[src/rtl/sme_pkg.sv]
// sme_pkg: shared widths and FSM state encoding for the SME arbiter.
package sme_pkg;

  localparam int unsigned STR_AW = 5;
  localparam int unsigned PAT_AW = 3;
  localparam int unsigned REQ_N  = 2;
  localparam int unsigned DW     = 8;

  typedef enum logic [2:0] {
    IDLE     = 3'd0,
    SEND_STR = 3'd1,
    SEND_PAT = 3'd2,
    WAIT     = 3'd3,
    RESP     = 3'd4
  } sme_state_e;

endpackage

[src/rtl/sme_rr_arb.sv]
// sme_rr_arb: two-way round-robin pick; a tie goes to the requester not granted last.
module sme_rr_arb
  import sme_pkg::*;
(
  input  logic [REQ_N-1:0] req,
  input  logic             last_grant,
  output logic             grant_c
);

  // Single requester wins outright; on a tie alternate away from last_grant
  always_comb begin
    grant_c = 1'b0;
    if (req[0] && req[1]) begin
      grant_c = ~last_grant;
    end else if (req[1]) begin
      grant_c = 1'b1;
    end
  end

endmodule

[src/rtl/sme_arbiter.sv]
// sme_arbiter: shares one string-matching engine between two requesters.
// Streams the string (unless the engine already holds the owner's string) and
// the pattern byte by byte, waits for the engine result, then pulses done.
// Build option: define SME_ARB_TIMEOUT_EN to add a WAIT watchdog of TIMEOUT_CYC cycles.
module sme_arbiter
  import sme_pkg::*;
#(
  parameter int unsigned TIMEOUT_CYC = 64
) (
  input  logic              clk,
  input  logic              reset,
  input  logic [REQ_N-1:0]  req,
  input  logic [REQ_N-1:0]  keep_str,
  input  logic [STR_AW-1:0] str_len_0,
  input  logic [STR_AW-1:0] str_len_1,
  input  logic [PAT_AW-1:0] pat_len_0,
  input  logic [PAT_AW-1:0] pat_len_1,
  output logic              rd_sel,
  output logic [STR_AW-1:0] rd_addr,
  output logic              rd_is_pat,
  input  logic [DW-1:0]     rd_data,
  output logic [DW-1:0]     sme_chardata,
  output logic              sme_isstring,
  output logic              sme_ispattern,
  input  logic              sme_valid,
  input  logic              sme_match,
  input  logic [STR_AW-1:0] sme_match_index,
  output logic [REQ_N-1:0]  done,
  output logic              res_match,
  output logic [STR_AW-1:0] res_index,
  output logic              res_err,
  output logic              busy
);

  sme_state_e        state, state_nx;
  logic              rd_sel_nx, rd_is_pat_nx;
  logic [STR_AW-1:0] rd_addr_nx;
  logic [DW-1:0]     chardata_nx;
  logic              isstring_nx, ispattern_nx;
  logic [REQ_N-1:0]  done_nx;
  logic              res_match_nx;
  logic [STR_AW-1:0] res_index_nx;
  logic              busy_nx;
  logic              last_grant, last_grant_nx;
  logic              str_loaded, str_loaded_nx;
  logic              str_owner, str_owner_nx;
  logic [STR_AW-1:0] str_len_q, str_len_nx;
  logic [PAT_AW-1:0] pat_len_q, pat_len_nx;
  logic              pat_drain, pat_drain_nx;
  logic              grant_c;

  sme_rr_arb u_rr_arb (
    .req        (req),
    .last_grant (last_grant),
    .grant_c    (grant_c)
  );

`ifdef SME_ARB_TIMEOUT_EN
  localparam int unsigned TO_W = $clog2(TIMEOUT_CYC + 1);
  logic [TO_W-1:0] wait_cnt, wait_cnt_nx;
  logic            res_err_nx;
`else
  logic unused_timeout;
  assign unused_timeout = (TIMEOUT_CYC != 0);
  assign res_err        = 1'b0;
`endif

  // Next-state and registered-output decode; strobes lag the read address by one cycle
  always_comb begin
    state_nx      = state;
    rd_sel_nx     = rd_sel;
    rd_addr_nx    = rd_addr;
    rd_is_pat_nx  = rd_is_pat;
    chardata_nx   = sme_chardata;
    isstring_nx   = 1'b0;
    ispattern_nx  = 1'b0;
    done_nx       = '0;
    res_match_nx  = res_match;
    res_index_nx  = res_index;
    busy_nx       = 1'b0;
    last_grant_nx = last_grant;
    str_loaded_nx = str_loaded;
    str_owner_nx  = str_owner;
    str_len_nx    = str_len_q;
    pat_len_nx    = pat_len_q;
    pat_drain_nx  = pat_drain;
`ifdef SME_ARB_TIMEOUT_EN
    wait_cnt_nx   = wait_cnt;
    res_err_nx    = res_err;
`endif
    case (state)
      IDLE: begin
        if (|req) begin
          rd_sel_nx     = grant_c;
          last_grant_nx = grant_c;
          rd_addr_nx    = '0;
          pat_drain_nx  = 1'b0;
          str_len_nx    = grant_c ? str_len_1 : str_len_0;
          pat_len_nx    = grant_c ? pat_len_1 : pat_len_0;
          if (keep_str[grant_c] && str_loaded && (str_owner == grant_c)) begin
            state_nx     = SEND_PAT;
            rd_is_pat_nx = 1'b1;
          end else begin
            state_nx     = SEND_STR;
            rd_is_pat_nx = 1'b0;
          end
        end
      end
      SEND_STR: begin
        chardata_nx = rd_data;
        isstring_nx = 1'b1;
        if (rd_addr == str_len_q) begin
          state_nx      = SEND_PAT;
          rd_addr_nx    = '0;
          rd_is_pat_nx  = 1'b1;
          str_loaded_nx = 1'b1;
          str_owner_nx  = rd_sel;
        end else begin
          rd_addr_nx = rd_addr + STR_AW'(1);
        end
      end
      SEND_PAT: begin
        // One drain cycle lets the last pattern strobe retire before WAIT
        if (pat_drain) begin
          state_nx     = WAIT;
          pat_drain_nx = 1'b0;
`ifdef SME_ARB_TIMEOUT_EN
          wait_cnt_nx  = '0;
`endif
        end else begin
          chardata_nx  = rd_data;
          ispattern_nx = 1'b1;
          if (rd_addr == STR_AW'(pat_len_q)) begin
            pat_drain_nx = 1'b1;
          end else begin
            rd_addr_nx = rd_addr + STR_AW'(1);
          end
        end
      end
      WAIT: begin
        if (sme_valid) begin
          state_nx          = RESP;
          res_match_nx      = sme_match;
          res_index_nx      = sme_match_index;
          done_nx[rd_sel]   = 1'b1;
`ifdef SME_ARB_TIMEOUT_EN
          res_err_nx        = 1'b0;
        end else if (wait_cnt == TO_W'(TIMEOUT_CYC - 1)) begin
          state_nx          = RESP;
          res_match_nx      = 1'b0;
          res_index_nx      = '0;
          res_err_nx        = 1'b1;
          str_loaded_nx     = 1'b0;
          done_nx[rd_sel]   = 1'b1;
        end else begin
          wait_cnt_nx       = wait_cnt + TO_W'(1);
`endif
        end
      end
      RESP:    state_nx = IDLE;
      default: state_nx = IDLE;
    endcase
    busy_nx = (state_nx != IDLE);
  end

  // State and output registers
  always_ff @(posedge clk or negedge reset) begin
    if (!reset) begin
      state         <= IDLE;
      rd_sel        <= 1'b0;
      rd_addr       <= '0;
      rd_is_pat     <= 1'b0;
      sme_chardata  <= '0;
      sme_isstring  <= 1'b0;
      sme_ispattern <= 1'b0;
      done          <= '0;
      res_match     <= 1'b0;
      res_index     <= '0;
      busy          <= 1'b0;
      last_grant    <= 1'b1;
      str_loaded    <= 1'b0;
      str_owner     <= 1'b0;
      str_len_q     <= '0;
      pat_len_q     <= '0;
      pat_drain     <= 1'b0;
    end else begin
      state         <= state_nx;
      rd_sel        <= rd_sel_nx;
      rd_addr       <= rd_addr_nx;
      rd_is_pat     <= rd_is_pat_nx;
      sme_chardata  <= chardata_nx;
      sme_isstring  <= isstring_nx;
      sme_ispattern <= ispattern_nx;
      done          <= done_nx;
      res_match     <= res_match_nx;
      res_index     <= res_index_nx;
      busy          <= busy_nx;
      last_grant    <= last_grant_nx;
      str_loaded    <= str_loaded_nx;
      str_owner     <= str_owner_nx;
      str_len_q     <= str_len_nx;
      pat_len_q     <= pat_len_nx;
      pat_drain     <= pat_drain_nx;
    end
  end

`ifdef SME_ARB_TIMEOUT_EN
  // Watchdog counter and error flag
  always_ff @(posedge clk or negedge reset) begin
    if (!reset) begin
      wait_cnt <= '0;
      res_err  <= 1'b0;
    end else begin
      wait_cnt <= wait_cnt_nx;
      res_err  <= res_err_nx;
    end
  end
`endif

endmodule

[config.mk]
export PLATFORM = sky130hd
export DESIGN_NAME = sme_arbiter
export DESIGN_NICKNAME = d
export VERILOG_FILES = /design/src/rtl/sme_pkg.sv /design/src/rtl/sme_rr_arb.sv /design/src/rtl/sme_arbiter.sv
export SDC_FILE = /design/constraint.sdc
export NUM_CORES = 1
export LEC_CHECK = 0
export ABC_AREA = 1
export BUFFER_PORTS_ARGS = -buffer_cell sky130_fd_sc_hd__buf_2
export CORE_MARGIN = 10
export CORE_UTILIZATION = 35
export CTS_CLUSTER_DIAMETER = 50
export CTS_CLUSTER_SIZE = 24
export DETAILED_ROUTE_END_ITERATION = 8
export GPL_TIMING_DRIVEN = 0
export PLACE_DENSITY_LB_ADDON = 0.05
export SETUP_SLACK_MARGIN = 0.3
export SLEW_MARGIN = 20
export SYNTH_ARGS = -nofsm -noshare
export SYNTH_HDL_FRONTEND = slang
export SYNTH_SLANG_ARGS = --single-unit
[constraint.sdc]
create_clock -name clk -period 1.4 [get_ports clk]
set_clock_uncertainty 0.1 [all_clocks]
set_input_delay 0.14 -clock clk [delete_from_list [all_inputs] [get_ports clk]]
set_output_delay 0.14 -clock clk [all_outputs]
set_load 0.02 [all_outputs]
==> results of run 1 <==
[power by group through the flow]
stage	sequential (uW)	combinational (uW)	clock [uW]
global route	2160	4860	1050
global placement	2020	2680	0
CTS	2010	3680	994
floorplan	2400	1550	0
detailed placement	2040	2700	0
finish	2100	4490	969
[how the worst max path moves through the flow]
stage | from | end | cells after the start
4_1_cts | state[0] | sme_chardata[0] | 5
6_report | state[0] | sme_chardata[2] | 5
2_1_floorplan | state[0] | sme_chardata[0] | 4
3_5_place_dp | rd_addr[3] | busy | 9
5_1_grt | state[0] | rd_addr[2] | 9
3_3_place_gp | rd_addr[3] | busy | 9
[registers in the layout, summed over array words and instances (netlist names), 2 cells and up]
signal	flops
sme_chardata	8
rd_addr	5
res_index	5
str_len_q	5
pat_len_q	3
state	3
done	2
[routing by layer]
metal	wire length [um]	track usage	vias to the layer above
met5	0	0	-
met4	99	0.0516	0
met3	422	0.0440	8
met2	2830	0.211	44
met1	2590	0.158	888
li1	-	-	986
[per-stage QoR]
stage	std cells	TNS [ns]	util
6_report	433	-1.70	0.626
5_1_grt	433	-3.17	0.626
4_1_cts	412	-1.32	0.557
3_5_place_dp	364	-3.69	0.441
3_3_place_gp	364	-3.61	0.441
2_1_floorplan	230	-0.540	-
[area by class of cell]
type,count,share of cell area
multi-input cells,157,0.307
inverters,30,0.0356
repair buffers,122,0.290
flip-flops and latches,41,0.301
clock inverters,2,0.0113
plain buffers,3,0.00871
clock buffers,6,0.0211
well taps,72,0.0261
[what timing repair did]
item                                    CTS  global route
pin swaps                                11            27
endpoints found under the setup margin   47            64
resized for setup                        54            66
endpoints found under the hold margin    59            40
buffers inserted                         19            21
gates cloned                              2             0
[synth_stat cells (2+ instances only)]
cell	instances	area, sq um
dfrtp_1	40	1000
inv_1	24	90.1
inv_2	4	15.0
inv_4	2	12.5
mux2_2	8	90.1
nand2_1	71	267
nand3_1	13	65.1
nor2_1	22	82.6
nor2_2	2	12.5
o21ai_0	12	60.1
o21ai_1	2	10.0
o22ai_1	6	37.5
xor2_1	3	26.3
[cell families after synthesis]
kind of cell,Yosys count,share of synthesized area
simple gates,116,0.254
flops,41,0.515
buf+inv,33,0.0708
compound gates,26,0.0897
mux,8,0.0451
xor+xnor,4,0.0176
fa+ha+maj,1,0.00627
other cells,1,0.00188
==> results.sh, run 1 <==
export IMPL_whs_ns=-0.143
export IMPL_synth_cell_area_sq_mm=0.00200
export IMPL_avgSynthCellArea_sq_um=8.68
export IMPL_totalPowerFinal_uw=7560
export IMPL_drt_iter0_markers=62
export IMPL_netlist_instances=230
export IMPL_synth_cell_types=34
export IMPL_max_cap_violations=0
export IMPL_fmax_mhz=663
export IMPL_place_hpwl_um=3720
export IMPL_drcViolationCount=0
export IMPL_crit_path_top_delay_cell="dfrtp_2"
export IMPL_final_cell_mix="nand2_1 (58), buf_2 (39), buf_6 (34)"
export IMPL_clk_latency_ns=0.30
export IMPL_multi_input_area_sq_mm=0.00106
export IMPL_die_height_um=95.5
export IMPL_seq_area_sq_mm=0.00104
export IMPL_relSlewSlack=0.403
export IMPL_syn_to_final_growth_pct=72.7
export IMPL_reg2reg_slack_ns=-0.11
export IMPL_root_buffer="clkbuf_8"
export IMPL_synth_seq_area_share=0.515
export IMPL_peakVddDrop_v=0.000963
export IMPL_pin_count=64
export IMPL_synthFlopType="dfrtp_1"
export IMPL_path_clk_slew_ns=0.08
export IMPL_dp_slack_ns=-0.228
export IMPL_share_seq_of_total_power=0.278
export IMPL_cts_tree="built"
export IMPL_numClockSinks=41
export IMPL_r2r_cells=5
export IMPL_p_sw_frac=0.399
export IMPL_antenna_cells=0
export IMPL_fin_area_sq_mm=0.00345
export IMPL_drive_gt1_frac=0.512
export IMPL_fin_crit_sh=1.08
export IMPL_antenna_found_initial=0
export IMPL_grt_pass1_wl_um=9440
export IMPL_grt_setup_unrepaired="yes"
export IMPL_hold_path_class="primary input to async pin"
export IMPL_cts_buffer_depth=2
export IMPL_p_comb_frac=0.594
export IMPL_grt_use_total=0.131
export IMPL_grt_pass1_vias=1998
export IMPL_crit_family="flip-flops"
export IMPL_r2r_end="sme_chardata[2]"
export IMPL_fillers=492
export IMPL_violations="negative hold slack, negative setup slack"
export IMPL_crit_buf_inv=3
export IMPL_htree_levels=2
export IMPL_detail_route_antenna_nets=0
export IMPL_core_area_sq_mm=0.00551
export IMPL_post_drt_wl_per_cell_um=13.7
export IMPL_min_period_ns=1.51
export IMPL_startpoint_type="flip-flop"
export IMPL_wirelength_um=5940
export IMPL_end_kind="flip-flop"
export IMPL_die_area_sq_mm=0.00912
export IMPL_initial_core_util=0.362
export IMPL_path_cells="inv_4 -> buf_4 -> o22ai_4 -> buf_12 -> mux2_4"
export IMPL_required_ns=1.48
export IMPL_rows=27
export IMPL_setup_slack_ns=-0.108
export IMPL_placement_io_buffers=62
export IMPL_place_gp_congestion=0.738
export IMPL_intPower_uw=4540
export IMPL_num_nets_final=398
export IMPL_routed_via_density=4.45
export IMPL_cp_data_arrival_time_ns=1.59
export IMPL_hold_viol_final=40
export IMPL_ctsHoldBuffers=19
export IMPL_dr_pass1_iters=4
export IMPL_p_sw_uw=3020
export IMPL_critical_path_class="flip-flop to flip-flop"
export IMPL_grt_overflow_total=0
export IMPL_syn_nets=268
export IMPL_synth_ff_latch_count=41
export IMPL_status="complete, but fails checks"
export IMPL_die_w_um=95.5
export IMPL_synth_edf_count=0
export IMPL_critPathMaxFanout=8
export IMPL_synth_async_reset_ratio=1.00
export IMPL_reg2reg_from="state[0]"
export IMPL_placed_area_sq_mm=0.00243
export IMPL_cp_slowest_stage_delay_ns=0.44
export IMPL_grt_max_degree=42
export IMPL_setup_violations=22
export IMPL_tightest_slew_ns=0.896
export IMPL_yosys_warnings=0
export IMPL_power_leakage_uw=0.00178
export IMPL_pwr_share_clk=0.128
export IMPL_layout_commonest_cell="nand2_1"
export IMPL_maxSlewViolCount=0
export IMPL_power_density_mw_per_mm2=2190
export IMPL_routed_via_count=1926
export IMPL_cts_buffers_inserted=5
Power figures use the tool's default switching activity.
==> inputs of run 2 (changes only) <==
--- a/config.mk
+++ b/config.mk
@@ -14,6 +14,7 @@
 export DETAILED_ROUTE_END_ITERATION = 8
 export GPL_TIMING_DRIVEN = 0
 export PLACE_DENSITY_LB_ADDON = 0.05
+export RECOVER_POWER = 25
 export SETUP_SLACK_MARGIN = 0.3
 export SLEW_MARGIN = 20
 export SYNTH_ARGS = -nofsm -noshare
==> run 2 against run 1 <==
The flow still finishes with violations (negative hold slack, negative setup slack). Total power about the same. Non-clock buffer count unchanged. First-iteration DRC count unchanged. Hold slack better by 0.036 ns. Critical path depth unchanged. Cell area unchanged. Largest power group unchanged.
==> results.sh, run 2 (synthesized netlist as in run 1, its figures left out) <==
export IMPL_numClockSinks=41
export IMPL_hold_path_class="primary input to async pin"
export IMPL_grt_pass1_wl_um=9440
export IMPL_tns_ns=-1.70
export IMPL_required_ns=1.48
export IMPL_drt_iter0_markers=62
export IMPL_dr_pass1_iters=4
export IMPL_antenna_cells=0
export IMPL_relSlewSlack=0.331
export IMPL_startpoint_type="flip-flop"
export IMPL_post_drt_wl_per_cell_um=13.7
export IMPL_setup_slack_ns=-0.108
export IMPL_tightest_slew_ns=1.00
export IMPL_drive_gt1_frac=0.512
export IMPL_place_gp_congestion=0.738
export IMPL_multi_input_area_sq_mm=0.00106
export IMPL_wirelength_um=5940
export IMPL_die_w_um=95.5
export IMPL_syn_to_final_growth_pct=72.7
export IMPL_placement_io_buffers=62
export IMPL_antenna_found_initial=0
export IMPL_power_leakage_uw=0.00178
export IMPL_grt_use_total=0.131
export IMPL_dp_cells=364
export IMPL_end_kind="flip-flop"
export IMPL_num_nets_final=398
export IMPL_hold_viol_final=40
export IMPL_path_clk_slew_ns=0.08
export IMPL_power_density_mw_per_mm2=2190
export IMPL_critical_path_class="flip-flop to flip-flop"
export IMPL_die_height_um=95.5
export IMPL_drcViolationCount=0
export IMPL_rows=27
export IMPL_critPathMaxFanout=8
export IMPL_grt_pass1_vias=1998
export IMPL_cts_buffer_depth=2
export IMPL_root_buffer="clkbuf_8"
export IMPL_pin_count=64
export IMPL_initial_core_util=0.362
export IMPL_grt_overflow_total=0
export IMPL_cp_data_arrival_time_ns=1.59
export IMPL_htree_levels=2
export IMPL_largest_reg_flops=8
export IMPL_place_hpwl_um=3720
export IMPL_cts_buffers_inserted=5
export IMPL_core_area_sq_mm=0.00551
export IMPL_die_area_sq_mm=0.00912
export IMPL_ctsHoldBuffers=19
export IMPL_whs_ns=-0.107
export IMPL_fmax_mhz=663
export IMPL_top_register="sme_chardata"
export IMPL_maxSlewViolCount=0
export IMPL_setup_violations=22
export IMPL_violations="negative hold slack, negative setup slack"
export IMPL_peakVddDrop_v=0.000963
export IMPL_routed_via_density=4.45
export IMPL_fin_util=0.626
export IMPL_routed_via_count=1926
export IMPL_grt_setup_unrepaired="yes"
export IMPL_dp_slack_ns=-0.228
export IMPL_min_period_ns=1.51
export IMPL_fin_crit_sh=1.08
export IMPL_max_cap_violations=0
export IMPL_final_cells=433
export IMPL_status="complete, but fails checks"
export IMPL_detail_route_antenna_nets=0
export IMPL_clk_latency_ns=0.30
export IMPL_layout_commonest_cell="nand2_1"
export IMPL_grt_max_degree=42
export IMPL_seq_area_sq_mm=0.00104
export IMPL_cts_tree="built"
export IMPL_final_cell_mix="nand2_1 (58), buf_2 (38), buf_6 (34)"
export IMPL_fillers=492
run 2: routing by layer:
layer  GRT usage  part of all wire
met3      0.0440             0.071
met4      0.0516             0.017
met1       0.158              0.44
met5           0                 0
met2       0.211              0.48
run 2: stage by stage:
stage / area, sq um / total power, uW
floorplan: 2030 / 3950
global placement: 2430 / 4700
detailed placement: 2430 / 4740
CTS: 3070 / 6690
global route: 3450 / 8060
finish: 3450 / 7560
run 2: repair_timing:
action | in CTS | in global routing
buffers inserted | 19 | 21
gates resized for setup | 54 | 66
endpoints found under the setup margin | 47 | 64
endpoints found under the hold margin | 59 | 40
gates cloned | 2 | 0
pin swaps | 11 | 27
run 2: area by class of cell:
cell class | instances | area share
flip-flops and latches | 41 | 0.301
clock inverters | 2 | 0.0113
clock buffers | 6 | 0.0211
multi-input cells | 157 | 0.307
inverters | 30 | 0.0356
repair buffers | 122 | 0.290
plain buffers | 3 | 0.00871
well taps | 72 | 0.0261
run 2: worst paths after layout:
| check | from | to | slack, ns | cells past startpoint |
|---|---|---|---|---|
| setup / recovery | state[0] | sme_chardata[2] | -0.11 | 5 |
| hold / removal | reset | pat_drain | -0.11 | 1 |
| setup reg to reg | state[0] | sme_chardata[2] | -0.11 | 5 |
| hold reg to reg | last_grant | last_grant | 0.37 | 2 |
| max in group asynchronous | reset | rd_addr[3] | 0.61 | 1 |
| min in group clk | pat_len_1[0] | pat_len_q[0] | 0.01 | 3 |
run 2: power by group:
part	switching, uW	internal, uW	total [uW]
Clock	433	536	969
Combinational	2200	2290	4490
Sequential	386	1710	2100
run 2: critical path, stage by stage, from the launching register on:
cell and delay (ns):
dfrtp_2 0.44, inv_4 0.05, buf_4 0.15, o22ai_4 0.18, buf_12 0.16, mux2_4 0.30
==> inputs of run 3 (changes only) <==
--- a/config.mk
+++ b/config.mk
@@ -7,10 +7,9 @@
 export LEC_CHECK = 0
 export ABC_AREA = 1
 export BUFFER_PORTS_ARGS = -buffer_cell sky130_fd_sc_hd__buf_2
-export CORE_MARGIN = 10
-export CORE_UTILIZATION = 35
+export CORE_UTILIZATION = 45
 export CTS_CLUSTER_DIAMETER = 50
-export CTS_CLUSTER_SIZE = 24
+export CTS_CLUSTER_SIZE = 25
 export DETAILED_ROUTE_END_ITERATION = 8
 export GPL_TIMING_DRIVEN = 0
 export PLACE_DENSITY_LB_ADDON = 0.05
==> run 3 against run 2 <==
The run still ends with negative hold slack, negative setup slack left. Clock power is 4% higher. Sequential share of layout area is 2.0 points higher. Sequential power about the same. Total power is 4.1% lower. Via count shrank 0.83%. Maximum frequency up 1.7%. Critical endpoint is now sme_chardata[0]. Largest power group unchanged.
==> results.sh, run 3 (synthesized netlist as in run 1, its figures left out) <==
export IMPL_top_register="sme_chardata"
export IMPL_grt_met2_usage=0.380
export IMPL_largest_reg_flops=8
export IMPL_core_area_sq_mm=0.00412
export IMPL_critPathMaxFanout=5
export IMPL_placement_io_buffers=62
export IMPL_die_height_um=68.6
export IMPL_busiest_layer="met2"
export IMPL_use_met1=0.304
export IMPL_grt_setup_unrepaired="yes"
export IMPL_drt_iter0_markers=137
export IMPL_initial_core_util=0.485
export IMPL_power_density_mw_per_mm2=2240
export IMPL_required_ns=1.49
export IMPL_multi_input_area_sq_mm=0.00100
export IMPL_critical_path_class="flip-flop to flip-flop"
export IMPL_p_comb_frac=0.572
export IMPL_dp_slack_ns=-0.180
export IMPL_path_cells="inv_2 -> nand3_4 -> o22ai_4 -> buf_6 -> mux2_4"
export IMPL_antenna_found_initial=0
export IMPL_htree_levels=2
export IMPL_wirelength_um=5380
export IMPL_tightest_slew_ns=1.01
export IMPL_pwr_share_clk=0.140
export IMPL_layout_commonest_cell="nand2_1"
export IMPL_ctsHoldBuffers=15
export IMPL_final_cell_mix="nand2_1 (65), buf_2 (40), buf_6 (33), dfrtp_1 (33), buf_4 (22)"
export IMPL_antenna_cells=0
export IMPL_detail_route_antenna_nets=0
export IMPL_end_kind="flip-flop"
export IMPL_grt_use_total=0.233
export IMPL_pin_count=64
export IMPL_cp_data_arrival_time_ns=1.57
export IMPL_place_gp_congestion=0.749
export IMPL_fin_crit_sh=1.06
export IMPL_syn_to_final_growth_pct=62.1
export IMPL_fin_util=0.786
export IMPL_grt_max_degree=42
export IMPL_cp_slowest_stage_delay_ns=0.41
export IMPL_hold_viol_final=42
export IMPL_root_buffer="clkbuf_8"
export IMPL_fillers=278
export IMPL_post_drt_wl_per_cell_um=13.5
export IMPL_clk_latency_ns=0.30
export IMPL_grt_overflow_total=0
export IMPL_numClockSinks=41
export IMPL_setup_violations=24
export IMPL_drcViolationCount=0
export IMPL_num_nets_final=384
export IMPL_violations="negative hold slack, negative setup slack"
export IMPL_startpoint_type="flip-flop"
export IMPL_path_clk_slew_ns=0.08
export IMPL_status="complete, but fails checks"
export IMPL_cts_buffers_inserted=5
export IMPL_crit_path_top_delay_cell="dfrtp_1"
export IMPL_crit_family="flip-flops"
export IMPL_cts_tree="built"
export IMPL_die_area_sq_mm=0.00471
export IMPL_seq_area_sq_mm=0.00104
export IMPL_rows=23
export IMPL_hold_path_class="primary input to async pin"
export IMPL_crit_buf_inv=2
export IMPL_drive_gt1_frac=0.476
export IMPL_fmax_mhz=674
export IMPL_max_cap_violations=0
export IMPL_p_sw_uw=2920
export IMPL_maxSlewViolCount=0
export IMPL_intPower_uw=4330
export IMPL_setup_slack_ns=-0.0831
export IMPL_min_period_ns=1.48
export IMPL_whs_ns=-0.108
export IMPL_peakVddDrop_v=0.00118
export IMPL_share_seq_of_total_power=0.288
export IMPL_grt_pass1_vias=1741
export IMPL_die_w_um=68.6
export IMPL_routed_via_count=1910
export IMPL_grt_pass1_wl_um=7930
export IMPL_cts_buffer_depth=2
export IMPL_routed_via_density=4.81
export IMPL_dr_pass1_iters=4
export IMPL_relSlewSlack=0.329
export IMPL_place_hpwl_um=3020
export IMPL_p_sw_frac=0.403
export IMPL_power_leakage_uw=0.00170
export IMPL_grt_util_met3=0.0543
-- run 3: cell count changes in the layout (fill, tap and decap cells not counted), moves of 2 or more --
| cell | previous run | this run |
|---|---|---|
| nand2_2 | 11 | 5 |
| nand2_1 | 58 | 65 |
| buf_2 | 38 | 40 |
| dlygate4sd3_1 | 19 | 15 |
| o21ai_1 | 5 | 7 |
| buf_4 | 32 | 22 |
| nand3_1 | 8 | 10 |
-- run 3: path summary, 6_finish.rpt --
| path | from | to | slack (ns) | depth (start not counted) |
|---|---|---|---|---|
| worst max register to register | state[2] | sme_chardata[0] | -0.08 | 5 |
| worst min-delay path | reset | rd_addr[1] | -0.11 | 1 |
| worst max-delay path | state[2] | sme_chardata[0] | -0.08 | 5 |
| worst min register to register | last_grant | last_grant | 0.39 | 2 |
| min in group clk | pat_len_1[0] | pat_len_q[0] | 0 | 3 |
| max in group asynchronous | reset | state[0] | 0.61 | 1 |
-- run 3: stage by stage --
step                instances  power [uW]  instance area [sq um]  hold WS [ns]  setup TNS (ns)
floorplan                 230        3950                   2030        -0.256          -0.540
global placement          342        4630                   2400         0.219           -3.04
detailed placement        342        4690                   2400         0.228           -3.32
CTS                       387        6620                   3030       -0.0969          -0.952
global route              397        7690                   3240      -0.00894           -3.36
finish                    397        7250                   3240        -0.108           -1.22
-- run 3: area by class of cell --
class | instances | share of cell area
sequential | 41 | 0.320
buffer | 3 | 0.00928
multi-input combinational | 157 | 0.310
tap | 50 | 0.0193
clock buffer | 6 | 0.0255
inverter | 30 | 0.0379
timing repair buffer | 108 | 0.266
clock inverter | 2 | 0.0116
-- run 3: timing repair --
action,4_1_cts,5_1_grt
cloned,2,0
endpoints found under the hold margin,55,40
endpoints found under the setup margin,45,60
setup buffers,20,10
pin swaps,13,14
gates resized for setup,58,45
-- run 3: routing by layer --
layer	up-vias	wire length [um]
met2	48	2660
met1	894	2420
met3	7	238
met4	0	59
met5	-	0
li1	961	-
-- run 3: power groups by stage --
stage                     clock [uW]  sequential, uW  combinational [uW]
after floorplan                    0            2400                1550
after global placement             0            2030                2600
after detailed placement           0            2040                2650
after CTS                       1020            2010                3590
after global routing            1070            2140                4480
final                           1010            2090                4150
